[config.mk]
export PLATFORM = sky130hd
export DESIGN_NAME = mario_dma_gen
export DESIGN_NICKNAME = d
export VERILOG_FILES = /design/src/rtl/mario_dma_gen.sv
export SDC_FILE = /design/constraint.sdc
export NUM_CORES = 1
export LEC_CHECK = 0
export CAP_MARGIN = 15
export CORE_MARGIN = 10
export CORE_UTILIZATION = 25
export CTS_BUF_LIST = sky130_fd_sc_hd__clkbuf_8
export CTS_CLUSTER_DIAMETER = 60
export DETAILED_ROUTE_END_ITERATION = 6
export GPL_TIMING_DRIVEN = 1
export PLACE_DENSITY = 0.55
export SYNTH_ARGS = -nofsm -noshare
export SYNTH_HDL_FRONTEND = slang
export SYNTH_SLANG_ARGS = --single-unit
[constraint.sdc]
create_clock -name I_CLK_48M -period 3.3 [get_ports I_CLK_48M]
set_input_delay 0.66 -clock I_CLK_48M [delete_from_list [all_inputs] [get_ports I_CLK_48M]]
set_output_delay 0.66 -clock I_CLK_48M [all_outputs]
set_load 0.03 [all_outputs]
[src/rtl/mario_dma_gen.sv]
// Byte-wide DMA engine that copies a source range or fills a destination range.
// Four clock-enabled ticks per byte: RD, LATCH, WR, NEXT.
module mario_dma_gen #(
    parameter int unsigned AW = 10,
    parameter int unsigned DW = 8,
    parameter int unsigned LW = 11
) (
    input  logic          I_CLK_48M,
    input  logic          I_RSTn,
    input  logic          I_CEN_4M,
    input  logic          I_DMA_TRIG,
    input  logic [AW-1:0] I_SRC_BASE,
    input  logic [AW-1:0] I_DST_BASE,
    input  logic [LW-1:0] I_LEN,
    input  logic          I_MODE,
    input  logic [DW-1:0] I_FILL_DATA,
    input  logic [DW-1:0] I_DMA_DS,
    input  logic          I_BUSAK,
    output logic          O_BUSRQ,
    output logic [AW-1:0] O_DMA_AS,
    output logic [AW-1:0] O_DMA_AD,
    output logic [DW-1:0] O_DMA_DD,
    output logic          O_DMA_CES,
    output logic          O_DMA_CED,
    output logic          O_DMA_WE,
    output logic          O_BUSY,
    output logic          O_DONE
);

    typedef enum logic [2:0] {
        S_IDLE  = 3'd0,
        S_REQ   = 3'd1,
        S_RD    = 3'd2,
        S_LATCH = 3'd3,
        S_WR    = 3'd4,
        S_NEXT  = 3'd5,
        S_DONE  = 3'd6
    } state_t;

    state_t        r_state;
    state_t        w_state_nxt;

    logic          r_trig_d;
    logic          r_hist_vld;
    logic [AW-1:0] r_src;
    logic [AW-1:0] r_dst;
    logic [LW-1:0] r_cnt;
    logic          r_mode;
    logic [DW-1:0] r_fill;

    logic          r_busrq;
    logic [AW-1:0] r_as;
    logic [AW-1:0] r_ad;
    logic [DW-1:0] r_dd;
    logic          r_ces;
    logic          r_ced;
    logic          r_we;
    logic          r_busy;
    logic          r_done;

    logic          w_trig_rise;
    logic [AW-1:0] w_src_adv;
    logic          w_busrq;
    logic          w_ces;
    logic          w_ced;
    logic          w_we;
    logic          w_busy;
    logic          w_done;

    // History must be valid so a trigger already high out of reset is not an edge.
    assign w_trig_rise = I_CEN_4M & r_hist_vld & ~r_trig_d & I_DMA_TRIG;
    assign w_src_adv   = r_mode ? r_src : AW'(r_src + 1'b1);

    always_ff @(posedge I_CLK_48M) begin
        if (!I_RSTn) r_state <= S_IDLE;
        else         r_state <= w_state_nxt;
    end

    always_comb begin
        w_state_nxt = r_state;
        if (I_CEN_4M) begin
            case (r_state)
                S_IDLE:  if (w_trig_rise) w_state_nxt = (I_LEN != '0) ? S_REQ : S_DONE;
                S_REQ:   if (I_BUSAK) w_state_nxt = S_RD;
                S_RD:    w_state_nxt = S_LATCH;
                S_LATCH: w_state_nxt = S_WR;
                S_WR:    w_state_nxt = S_NEXT;
                S_NEXT: begin
                    if (r_cnt == LW'(1)) w_state_nxt = S_DONE;
                    else if (I_BUSAK)    w_state_nxt = S_RD;
                    else                 w_state_nxt = S_REQ;
                end
                S_DONE:  w_state_nxt = S_IDLE;
                default: w_state_nxt = S_IDLE;
            endcase
        end
    end

    // Strobes are decoded from the next state and registered below.
    always_comb begin
        w_busrq = 1'b0;
        w_ces   = 1'b0;
        w_ced   = 1'b0;
        w_we    = 1'b0;
        case (w_state_nxt)
            S_REQ:   w_busrq = 1'b1;
            S_RD:    begin w_busrq = 1'b1; w_ces = 1'b1; end
            S_LATCH: begin w_busrq = 1'b1; w_ces = 1'b1; end
            S_WR:    begin w_busrq = 1'b1; w_ced = 1'b1; w_we = 1'b1; end
            S_NEXT:  w_busrq = 1'b1;
            default: ;
        endcase
        w_busy = (w_state_nxt != S_IDLE);
        w_done = (w_state_nxt == S_DONE) && (r_state != S_DONE);
    end

    always_ff @(posedge I_CLK_48M) begin
        if (!I_RSTn) begin
            r_trig_d   <= 1'b0;
            r_hist_vld <= 1'b0;
            r_src      <= '0;
            r_dst      <= '0;
            r_cnt      <= '0;
            r_mode     <= 1'b0;
            r_fill     <= '0;
            r_busrq    <= 1'b0;
            r_as       <= '0;
            r_ad       <= '0;
            r_dd       <= '0;
            r_ces      <= 1'b0;
            r_ced      <= 1'b0;
            r_we       <= 1'b0;
            r_busy     <= 1'b0;
            r_done     <= 1'b0;
        end else begin
            r_busrq <= w_busrq;
            r_ces   <= w_ces;
            r_ced   <= w_ced;
            r_we    <= w_we;
            r_busy  <= w_busy;
            r_done  <= w_done;
            if (I_CEN_4M) begin
                r_trig_d   <= I_DMA_TRIG;
                r_hist_vld <= 1'b1;
            end
            if (r_state == S_IDLE && w_trig_rise) begin
                r_src  <= I_SRC_BASE;
                r_dst  <= I_DST_BASE;
                r_cnt  <= I_LEN;
                r_mode <= I_MODE;
                r_fill <= I_FILL_DATA;
            end
            if (I_CEN_4M && r_state == S_LATCH)
                r_dd <= r_mode ? r_fill : I_DMA_DS;
            if (I_CEN_4M && r_state == S_NEXT) begin
                r_src <= w_src_adv;
                r_dst <= AW'(r_dst + 1'b1);
                r_cnt <= LW'(r_cnt - 1'b1);
            end
            // Addresses update only on entry to their phase and hold otherwise.
            if (w_state_nxt == S_RD && r_state != S_RD)
                r_as <= (r_state == S_NEXT) ? w_src_adv : r_src;
            if (w_state_nxt == S_WR && r_state != S_WR)
                r_ad <= r_dst;
        end
    end

    assign O_BUSRQ   = r_busrq;
    assign O_DMA_AS  = r_as;
    assign O_DMA_AD  = r_ad;
    assign O_DMA_DD  = r_dd;
    assign O_DMA_CES = r_ces;
    assign O_DMA_CED = r_ced;
    assign O_DMA_WE  = r_we;
    assign O_BUSY    = r_busy;
    assign O_DONE    = r_done;

endmodule

==> reports/results.ini <==
[outcome]
status = completed

[setup_path]
startpoint_type = input port
cpMaxStageDelayCell = nand2_1
slowest_delay_ns = 0.54
end_kind = flip-flop
crit_type = input port to flip-flop
arrival_ns = 3.06
cp.required_ns = 3.56
critical_path.cell_chain = clkdlybuf4s50_1, nor4bb_1, nand3_1, nand2_1, o21ai_0, a221oi_1, nor2b_1
crit_fanout = 15
crit_buf_inv = 1
critical_path.top_delay_family = simple AND/OR/NAND/NOR gates

[timing]
fmax_mhz = 357
setup-tns-final_ns = 0
skew_ns = 0.0153
rsz0062_at_grt = no
tightest_slew_ns = 0.650
period_needed_ns = 2.80
setup_viol = 0
min_period_over_period_pct = 85.0
timing.hold.ws_ns = 0.453
final_max_slew_viol_count = 0
finalHoldViolCount = 0
slew_headroom_pct = 56.7
setup_slack_ns = 0.496

[synth]
yosysWarnings = 0
synthArstFlopShare_pct = 0
synth_area_um2 = 3870
yosysTopAreaCell = dfxtp_1
ys_seq_area_share_pct = 40.3
synth_nets = 530
synthCells = 473
synth_flop_cell = dfxtp_1
synth_most_common_cell = nand2_1
ys_seq_elements = 78
synth_edf_count = 0
avgSynthCellArea_um2 = 8.18
yosys-top-cells-count = 97 x nand2_1, 78 x dfxtp_1, 32 x nand3_1
ys_types = 55
netlist_top_cells_area = dfxtp_1 40%, nand2_1 9.4%, a21boi_0 4.5%, nand3_1 4.1%, mux2i_1 3.4%
synth_top_area_share_pct = 40.3

[cts]
post_cts_resized = 0
cts_root_buf = clkbuf_8
holdBufCountCts = 0
clk_pin_slew_ns = 0.08
htreeDepth = 3
clkLatencyLatePin_ns = 0.38
clock_sinks = 78
numCtsBuffers = 9
cts_tree = yes
post-cts-setup-buffer-count = 0
clockBufferDepth = 2

[power]
power_per_cell_area_nw_per_um2 = 405
cell_internal_pwr_uw = 1580
vdd_drop_max_mv = 0.187
p_leak_uw = 0.00185
seq_power_share_pct = 47.1
clock_power_share_pct = 42.6
swShare_pct = 24.2
netSwitchingPower_uw = 506
comb_power_share_pct = 10.3

[floorplanning]
num_io_pins = 87
die_w_um = 144
row_count = 45
start_util_pct = 25.5
coreArea_um2 = 15200
die_h_um = 144
dieArea_um2 = 20900

[finish]
drive_above_1_share_pct = 7.94
fin_nets = 606
final_cell_count_no_fill = 742
area_growth_pct = 33.3
antenna_cells = 0
n_fill_cell = 1607

[global_route]
grt_usage_pct = 11.4
grt_max_degree = 40
antenna_found_initial = 0
overflow = 0
grt_pass1_vias = 3692
grt_pass1_wl_mm = 18.7

[route]
dr.first_iter.drc_count = 233
wl_per_cell_um = 15.6
num_vias = 3596
drcViolationCount = 0
ant_nets = 0
vias_per_cell = 4.85
drt_wl_total_mm = 11.6
drtPass1Iterations = 5

[run]
cap_violations = 0

[hold_path]
holdCritPathClass = flip-flop to flip-flop

[place]
place_hpwl_mm = 8.60
finalWeightedCongestion = 0.813
portBuffers = 86
pre_cts_ws_ns = 0.146
placedCellCount = 726

==> layer usage <==
metal	wire (um)	vias up	track usage (%)
li1	-	1833	-
met2	5870	76	19.5
met3	566	9	3.51
met5	0	-	0
met4	143	0	3.35
met1	4990	1678	13.2
==> worst paths after layout <==
check / endpoint / slack [ns] / start / cells after the start
setup / recovery: r_dst[3] / 0.50 / I_DMA_TRIG / 7
hold / removal: O_DMA_DD[1] / 0.45 / O_DMA_DD[1] / 2
setup reg to reg: r_dst[3] / 0.77 / r_state[2] / 6
hold reg to reg: O_DMA_DD[1] / 0.45 / O_DMA_DD[1] / 2
==> state kept, by name, summed over array words and instances, names as in the netlist <==
register    flops
O_DMA_WE        1
O_DMA_DD        8
r_state         3
r_dst          10
O_DMA_AD       10
O_DONE          1
O_DMA_AS       10
r_src          10
r_hist_vld      1
r_mode          1
O_BUSY          1
r_trig_d        1
O_BUSRQ         1
O_DMA_CES       1
r_fill          8
r_cnt          11
==> worst register-to-register path, stage by stage (launching register included) <==
cell and delay [ns]:
dfxtp_1 0.45, nor4bb_1 0.46, nand3_1 0.44, nand2_1 0.55, o21ai_0 0.17, a221oi_1 0.29, nor2b_1 0.08
==> power by group through the flow <==
stage	Combinational (uW)	Sequential (uW)	Clock, uW
after floorplan	116	1000	0
after global placement	214	1010	0
after detailed placement	217	1010	0
after CTS	218	984	920
after global routing	236	988	965
final	215	985	889
==> final cells by class <==
class,count,area [um2],share of cell area [%]
multi-input combinational,355,2140,41.5
sequential,78,1560,30.3
timing repair buffer,99,953,18.5
tap,188,235,4.56
clock buffer,9,124,2.40
clock inverter,7,120,2.33
inverter,6,22.5,0.436
==> per-stage QoR <==
stage | area [um2] | power (uW) | util [%]
floorplan | 3870 | 1120 | -
global placement | 4920 | 1220 | 32.3
detailed placement | 4920 | 1220 | 32.3
CTS | 5160 | 2120 | 33.9
global route | 5160 | 2190 | 33.9
finish | 5160 | 2090 | 33.9
==> cells in the final DEF (no fill, tap or decap), types with 4 or more instances in the layout <==
cell / n
a221oi_1: 6
nor2b_1: 15
and3_1: 4
clkbuf_8: 9
a31oi_1: 4
nor3_1: 19
o311ai_0: 4
mux2i_1: 13
clkdlybuf4s50_1: 85
a21boi_1: 8
and2_1: 4
nor2_1: 19
nand3_1: 32
o211ai_1: 6
buf_4: 13
dfxtp_1: 78
o21ai_0: 17
nand2_1: 97
xor2_1: 7
mux2_2: 9
nor4_1: 6
a21oi_1: 17
a21boi_0: 23
ha_1: 4
inv_1: 6
==> cell families after synthesis <==
kind of cell	Yosys count	share of synthesized area (%)
and+or+nand+nor	212	26.0
AOI/OAI and AO/OA	107	19.8
DFF	78	40.3
buffers and inverters	40	4.30
muxes	22	5.98
xor gates and xnor gates	10	2.26
adders and majority gates	4	1.29
Note: power is estimated with default switching activity, not from simulation.
